==> src/rtl/mem_access_unit.sv <==
// mem_access_unit: memory-stage load/store sequencer.
// One request per handshake, one-cycle strobe, record to writeback.
module mem_access_unit #(
  parameter int DEPTH  = 64,
  parameter int ADDR_W = 16
) (
  input  logic              Clk,
  input  logic              Rst_n,
  input  logic              req_valid,
  output logic              req_ready,
  input  logic              req_we,
  input  logic [ADDR_W-1:0] req_addr,
  input  logic [15:0]       req_wdata,
  input  logic [3:0]        req_rd,
  output logic [ADDR_W-1:0] mem_addr,
  output logic              mem_read,
  output logic              mem_write,
  output logic [15:0]       mem_wdata,
  input  logic [15:0]       mem_rdata,
  output logic              wb_valid,
  input  logic              wb_ready,
  output logic              wb_is_load,
  output logic [3:0]        wb_rd,
  output logic [15:0]       wb_data,
  output logic              wb_fault,
  output logic [7:0]        fault_count
);

  typedef enum logic [1:0] {
    S_IDLE,
    S_ACCESS,
    S_RESP
  } state_t;

  state_t              r_state;
  state_t              w_next;
  logic                w_xfer;
  logic                w_fault;
  logic                r_we;
  logic                r_fault;
  logic [ADDR_W-1:0]   r_addr;
  logic [15:0]         r_wdata;
  logic [3:0]          r_rd;
  logic                r_wb_is_load;
  logic [3:0]          r_wb_rd;
  logic [15:0]         r_wb_data;
  logic                r_wb_fault;
  logic [7:0]          r_fault_count;

  assign w_fault = (req_addr >= ADDR_W'(DEPTH));
  assign w_xfer  = req_valid & req_ready;

  // Next state and strobes; strobes are decoded from state so reset drops them at once.
  always_comb begin
    w_next    = r_state;
    req_ready = 1'b0;
    mem_read  = 1'b0;
    mem_write = 1'b0;
    wb_valid  = 1'b0;
    case (r_state)
      S_IDLE: begin
        req_ready = 1'b1;
        if (req_valid) w_next = S_ACCESS;
      end
      S_ACCESS: begin
        mem_read  = ~r_we & ~r_fault;
        mem_write = r_we & ~r_fault;
        w_next    = S_RESP;
      end
      S_RESP: begin
        wb_valid  = 1'b1;
        req_ready = wb_ready;
        if (wb_ready) w_next = req_valid ? S_ACCESS : S_IDLE;
      end
      default: w_next = S_IDLE;
    endcase
  end

  // State register.
  always_ff @(posedge Clk or negedge Rst_n) begin
    if (!Rst_n) r_state <= S_IDLE;
    else        r_state <= w_next;
  end

  // Latch the accepted request; the fault decision is made once here.
  always_ff @(posedge Clk or negedge Rst_n) begin
    if (!Rst_n) begin
      r_we    <= 1'b0;
      r_fault <= 1'b0;
      r_addr  <= '0;
      r_wdata <= '0;
      r_rd    <= '0;
    end else if (w_xfer) begin
      r_we    <= req_we;
      r_fault <= w_fault;
      r_addr  <= req_addr;
      r_wdata <= req_wdata;
      r_rd    <= req_rd;
    end
  end

  // Build the completion record at the end of the access cycle.
  always_ff @(posedge Clk or negedge Rst_n) begin
    if (!Rst_n) begin
      r_wb_is_load  <= 1'b0;
      r_wb_rd       <= '0;
      r_wb_data     <= '0;
      r_wb_fault    <= 1'b0;
      r_fault_count <= '0;
    end else if (r_state == S_ACCESS) begin
      r_wb_is_load <= ~r_we;
      r_wb_rd      <= r_rd;
      r_wb_fault   <= r_fault;
      r_wb_data    <= (~r_we & ~r_fault) ? mem_rdata : 16'h0000;
      if (r_fault && r_fault_count != 8'hFF)
        r_fault_count <= r_fault_count + 8'd1;
    end
  end

  assign mem_addr    = r_addr;
  assign mem_wdata   = r_wdata;
  assign wb_is_load  = r_wb_is_load;
  assign wb_rd       = r_wb_rd;
  assign wb_data     = r_wb_data;
  assign wb_fault    = r_wb_fault;
  assign fault_count = r_fault_count;

endmodule

==> config.mk <==
export PLATFORM = sky130hd
export DESIGN_NAME = mem_access_unit
export DESIGN_NICKNAME = d
export VERILOG_FILES = /design/src/rtl/mem_access_unit.sv
export SDC_FILE = /design/constraint.sdc
export NUM_CORES = 1
export LEC_CHECK = 0
export BUFFER_PORTS_ARGS = -buffer_cell sky130_fd_sc_hd__buf_2
export CAP_MARGIN = 20
export CORE_MARGIN = 1
export CORE_UTILIZATION = 47
export DETAILED_ROUTE_END_ITERATION = 8
export PLACE_DENSITY = 0.8
export REMOVE_ABC_BUFFERS = 1
export SYNTH_ARGS = -nofsm -noshare
export SYNTH_HDL_FRONTEND = slang
export SYNTH_SLANG_ARGS = --single-unit
export TNS_END_PERCENT = 1
==> constraint.sdc <==
create_clock -name Clk -period 1.9 [get_ports Clk]
set_input_delay 0 -clock Clk [delete_from_list [all_inputs] [get_ports Clk]]
set_output_delay 0 -clock Clk [all_outputs]
set_load 0.1 [all_outputs]
==> flow_metrics.py, run 1 <==
metrics = {
    "die": {
        "initial_core_util": 0.4946,
        "io-pin-count": 123,
        "die_h_um": 78.83,
        "core_um2": 5608,
        "die-area_um2": 6213,
        "rows": 27,
        "fp.dieW_um": 78.83,
    },
    "drt": {
        "routed_wl_um": 7378,
        "first_iter_violations": 94,
        "first_pass_iters": 5,
        "ant_nets": 0,
        "viasPerCell": 5.031,
        "drc": 0,
        "wire_per_inst_um": 16.51,
        "num_vias": 2249,
    },
    "synthesis": {
        "synthTopCellsByCount": "70 x dfrtp_1, 37 x mux2_2, 16 x a22o_1",
        "synth_top_cell_by_area": "dfrtp_1",
        "ys_ff_latch": 70,
        "async_flop_share": 1.000,
        "synth_edf_count": 0,
        "synth.area.top_cells": "dfrtp_1 63%, mux2_2 15%, a22o_1 5.1%",
        "synth_top_area_frac": 0.6315,
        "synth_area_um2": 2774,
        "netlist_instances": 186,
        "synth_top_flop_cell": "dfrtp_1",
        "avgSynthCellArea_um2": 14.91,
        "synthDistinctLibCells": 33,
        "yosysSeqAreaShare": 0.6315,
        "ys_warn_count": 0,
        "synthMostInstantiatedCell": "dfrtp_1",
    },
    "run": {
        "maxCapViolations": 0,
    },
    "pwr": {
        "peakVddDrop_uv": 1139,
        "netSwitchingPower_mw": 3.528,
        "switching_share": 0.5138,
        "power.leakage_nw": 2.080,
        "seqPwrFrac": 0.300,
        "p_total_mw": 6.866,
        "pwr-share-comb": 0.493,
        "internal_power_mw": 3.338,
        "pwr-share-clk": 0.207,
        "p_per_area_nw_per_um2": 1597,
    },
    "final_layout": {
        "post-route-util": 0.7664,
        "nFillCells": 358,
        "antenna_cells": 0,
        "final_cell_area_um2": 4298,
        "finalNetCount": 428,
        "area_growth_syn_to_layout_pct": 54.94,
        "drive_above_1_share": 0.4960,
    },
    "cts": {
        "cts_max_path_buffers": 2,
        "cts-htree-levels": 3,
        "cts_sinks": 70,
        "cts_root_buf": "clkbuf_8",
        "cts_buffers": 9,
        "cts_tree": "done",
        "worst_skew_pair.late_latency_ns": 0.33,
        "clk_pin_slew_worst_paths_ns": 0.07,
    },
    "critical_path": {
        "crit_path_end_kind": "primary output",
        "cp.arrival_ns": 1.69,
        "reg2reg_setup_slack_ns": 0.35,
        "timing.rr.start": "fault_count[0]$_DFFE_PN0P_",
        "startpoint": "r_state[1]$_DFFE_PN0P_",
        "start_kind": "flop",
        "crit_fanout": 17,
        "critPathRequiredTime_ns": 1.90,
        "worstSetupPathType": "reg -> out",
    },
    "min_path": {
        "hp-start": "wb_ready",
        "holdCritPathClass": "in -> reg",
    },
    "grt": {
        "overflow": 0,
        "grt_util_all_layers": 0.2535,
        "grt_max_degree": 47,
        "grt_pass1_wl_um": 11720,
        "antenna_found_initial": 0,
        "grt_pass1_vias": 2411,
    },
    "timing": {
        "period_share": 0.8874,
        "hold_violations": 0,
        "skew_ns": 0.006619,
        "fmax_mhz": 593.1,
        "fin_tns_setup_ns": 0,
        "tightest_slew_ns": 0.5996,
        "period_needed_ns": 1.686,
        "relSlewSlack": 0.6003,
        "final_max_slew_viol_count": 0,
        "setup_viol": 0,
        "rsz0062_at_grt": "false",
    },
    "place": {
        "hpwl_um": 4287,
        "port_buffers": 122,
        "globalplace.congestion": 0.7880,
        "placed_area_um2": 3512,
    },
    "run_status": {
        "status": "complete, no violations",
    },
}
## cells by family (layout without fill, tap and decap cells)
group / after synthesis / in the layout / synth area share
AO/OA/AOI/OAI: 24 / 24 / 0.06856
XOR/XNOR: 1 / 1 / 0.003158
adder cells (fa/ha/maj): 1 / 1 / 0.004510
buffers and inverters: 8 / 197 / 0.02210
flip-flops: 70 / 70 / 0.6315
multiplexers: 47 / 47 / 0.1908
AND/OR/NAND/NOR: 35 / 35 / 0.07939
## metal layers
metal	routed length, um	GRT usage
met1	2930	0.2949
met2	3734	0.4322
met3	509	0.06897
met4	203	0.1255
met5	0	0
## cells in the final DEF (no fill, tap or decap), types with 2 or more instances in the layout
master	count
nor3_1	2
o21ai_0	2
bufinv_16	3
buf_4	3
clkbuf_8	9
nor4_1	2
a22o_1	16
nand2b_1	3
nand3_1	4
dlygate4sd3_1	54
dfrtp_1	70
buf_12	4
clkinvlp_4	2
a211oi_1	2
nor2_1	4
buf_2	120
nand2_1	9
mux2_2	37
mux2_1	10
## layout make-up
type	instances	area, um2	share of cell area
Sequential cell	70	1752	0.4076
Tap cell	72	90.09	0.02096
Clock inverter	6	110.1	0.02562
Clock buffer	10	127.6	0.02969
Timing Repair Buffer	181	1244	0.2894
Multi-Input combinational cell	108	974.7	0.2268
## path summary, 6_finish.rpt
check,end,cells after the start
max,mem_read,4
min,r_state[1]$_DFFE_PN0P_,3
max reg2reg,fault_count[1]$_DFFE_PN0P_,4
min reg2reg,wb_is_load$_DFFE_PN0P_,2
max in group asynchronous,mem_addr[5]$_DFFE_PN0P_,3
min in group asynchronous,fault_count[0]$_DFFE_PN0P_,2
## power groups by stage
stage	Clock [mW]	Combinational, mW	Sequential [mW]
2_1_floorplan	0	0.531	4.22
3_3_place_gp	0	3.24	2.05
3_5_place_dp	0	3.28	2.07
4_1_cts	1.45	3.37	2.05
5_1_grt	1.50	3.49	2.11
6_report	1.42	3.38	2.06
## per-stage QoR
stage	hold slack, ns	cells	setup WS, ns
3_5_place_dp	0.04385	377	0.3388
2_1_floorplan	-0.2956	178	-1.320
4_1_cts	0.0003297	447	0.07070
3_3_place_gp	0.03925	377	0.3833
5_1_grt	0.02570	447	0.09782
6_report	0.01218	447	0.2140
## repair_timing
item                       CTS  global route
resized for setup            1             1
hold endpoints to repair    77             0
hold buffers                54             0
setup buffers                0             0
setup endpoints to repair    1             2
## critical path, cell delays in order (launching register included)
cell and delay (ns):
dfrtp_1 0.42, nand2b_2 0.32, nor3_4 0.16, buf_4 0.25
buf_12 0.20
## sequential cells by signal, summed over array words and instances (netlist names)
signal / flops
fault_count: 8
mem_addr: 16
mem_wdata: 16
r_fault: 1
r_rd: 4
r_state: 2
r_we: 1
wb_data: 16
wb_fault: 1
wb_is_load: 1
wb_rd: 4
Power figures use the tool's default switching activity.
==> inputs of run 2 (changes only) <==
==> constraint.sdc (replaced) <==
create_clock -name Clk -period 1.6 [get_ports Clk]
set_input_delay 0 -clock Clk [delete_from_list [all_inputs] [get_ports Clk]]
set_output_delay 0 -clock Clk [all_outputs]
set_load 0.1 [all_outputs]
==> run 2 against run 1 <==
Against the previous run:
- clock-buffer cell count unchanged
- wire length up 0.11%
- final area increased by 1.9%
- die area did not move
- power rose by 22%
- critical path type is now reg -> reg
- register-to-register slack got worse by 0.30 ns
- final cell count up 1.1%
- sequential power grew 19%
- global-route usage grew 0.41 points
- critical endpoint is now mem_wdata[12]$_DFFE_PN0P_
- largest cell class unchanged
==> flow_metrics.py, run 2 (synthesis results as in run 1) <==
metrics = {
    "grt": {
        "grt_max_degree": 71,
        "grt_pass1_vias": 2422,
        "grt_util_all_layers": 0.2576,
        "grt_pass1_wl_um": 11810,
        "antenna_found_initial": 0,
        "overflow": 0,
    },
    "place": {
        "globalplace.congestion": 0.7736,
        "hpwl_um": 4103,
        "port_buffers": 122,
        "dp_cells": 381,
    },
    "drt": {
        "ant_nets": 0,
        "num_vias": 2238,
        "first_iter_violations": 64,
        "routed_wl_um": 7386,
        "dr_wl_met3_um": 496,
        "maxUsedRoutingLayer": "met4",
        "first_pass_iters": 4,
        "dr_wl_met2_um": 3738,
        "viasPerCell": 4.951,
        "wire_per_inst_um": 16.34,
        "wl_met1_um": 2947,
        "drc": 0,
    },
    "critical_path": {
        "start_kind": "flop",
        "crit_fanout": 31,
        "critPathRequiredTime_ns": 1.82,
        "crit_path_end_kind": "flop",
        "r2r_cells": 4,
        "timing.rr.start": "r_state[1]$_DFFE_PN0P_",
        "reg2reg_setup_slack_ns": 0.05,
        "cp.arrival_ns": 1.76,
        "worstSetupPathType": "reg -> reg",
        "r2r_end": "mem_wdata[12]$_DFFE_PN0P_",
    },
    "final_layout": {
        "finalNetCount": 433,
        "area_growth_syn_to_layout_pct": 57.92,
        "drive_above_1_share": 0.5053,
        "final_common_cell": "buf_2",
        "layout_common_cells": "120 x buf_2, 69 x dfrtp_1, 55 x dlygate4sd3_1, 37 x mux2_2, 16 x a22o_1",
        "antenna_cells": 0,
        "nFillCells": 334,
        "post-route-util": 0.7811,
        "fin_cells": 452,
    },
    "cts": {
        "clk_pin_slew_worst_paths_ns": 0.07,
        "cts_root_buf": "clkbuf_8",
        "postCtsSetupBuffers": 0,
        "cts_buffers": 9,
        "cts_tree": "done",
        "cts-htree-levels": 3,
        "worst_skew_pair.late_latency_ns": 0.34,
        "cts_max_path_buffers": 2,
        "cts_sinks": 70,
    },
    "pwr": {
        "p_per_area_nw_per_um2": 1920,
        "power.leakage_nw": 2.126,
        "peakVddDrop_uv": 1478,
    },
    "min_path": {
        "min_path_cells": 3,
        "holdPathEnd": "r_state[0]$_DFFE_PN0P_",
        "hp-start": "req_valid",
        "holdCritPathClass": "in -> reg",
    },
    "timing": {
        "skew_ns": 0.01157,
        "period_share": 0.9661,
        "tightest_slew_ns": 0.5133,
        "final_max_slew_viol_count": 0,
        "setup_viol": 0,
        "period_needed_ns": 1.546,
        "relSlewSlack": 0.6601,
        "rsz0062_at_grt": "false",
        "hold_violations": 0,
        "fmax_mhz": 647.0,
    },
    "die": {
        "die-area_um2": 6213,
        "io-pin-count": 123,
        "die_h_um": 78.83,
        "core_um2": 5608,
        "rows": 27,
        "fp.dieW_um": 78.83,
        "initial_core_util": 0.4946,
    },
    "run_status": {
        "status": "complete, no violations",
    },
    "run": {
        "maxCapViolations": 0,
    },
}
[run 2: cell count changes in the layout (fill, tap and decap cells not counted), sizes merged]
cell         delta
dlygate4sd3     +1
bufinv          +1
clkinvlp        -1
buf             +4
[run 2: per-layer routing]
metal,up-vias,GRT usage
li1,1057,-
met1,1072,0.2975
met2,93,0.4470
met3,16,0.07241
met4,0,0.1127
met5,-,0
[run 2: worst max path at each step]
| stage | startpoint | to | slack (ns) | cells after the start |
|---|---|---|---|---|
| after global routing | r_state[1]$_DFFE_PN0P_ | mem_wdata[5]$_DFFE_PN0P_ | 0.006 | 4 |
| after CTS | r_state[1]$_DFFE_PN0P_ | mem_read | 0.005 | 4 |
| final | r_state[1]$_DFFE_PN0P_ | mem_wdata[12]$_DFFE_PN0P_ | 0.05 | 4 |
| after floorplan | r_state[1]$_DFFE_PN0P_ | mem_write | -1.62 | 2 |
| after global placement | r_state[0]$_DFFE_PN0P_ | wb_rd[0]$_DFFE_PN0P_ | 0.13 | 3 |
| after detailed placement | r_state[1]$_DFFE_PN0P_ | mem_wdata[12]$_DFFE_PN0P_ | 0.08 | 4 |
[run 2: stage by stage]
stage	total power, mW	cell area, um2	setup TNS, ns	hold WS [ns]	setup slack, ns
floorplan	5.639	2713	-56.78	-0.2956	-1.620
global placement	6.312	3542	0	0.04627	0.1336
detailed placement	6.372	3542	0	0.04939	0.08348
CTS	8.366	4375	0	0.1351	0.005258
global route	8.689	4380	0	0.1445	0.005514
finish	8.410	4380	0	0.1374	0.05431
[run 2: layout make-up]
cell class / instances / area (um2) / share of cell area
timing repair buffer: 186 / 1287 / 0.2939
multi-input combinational: 108 / 979.7 / 0.2237
tap: 72 / 90.09 / 0.02057
clock buffer: 10 / 137.6 / 0.03142
sequential: 70 / 1753 / 0.4002
clock inverter: 6 / 132.6 / 0.03028
[run 2: worst max-delay path, cell delays in order (launching register included)]
cell,delay (ns)
dfrtp_1,0.42
nor2b_4,0.15
nor3b_4,0.23
buf_12,0.23
mux2_2,0.37
[run 2: repair_timing]
| item | 4_1_cts | 5_1_grt |
|---|---|---|
| resized for setup | 4 | 1 |
| hold buffers | 55 | 0 |
| endpoints found under the setup margin | 2 | 1 |
| hold endpoints to repair | 125 | 0 |
[run 2: power breakdown]
group          leakage, nW  switching [mW]  total [mW]  internal (mW)
clock network        0.132           0.655        1.89           1.23
logic                 1.13            3.26        4.06          0.801
registers            0.860           0.301        2.46           2.16
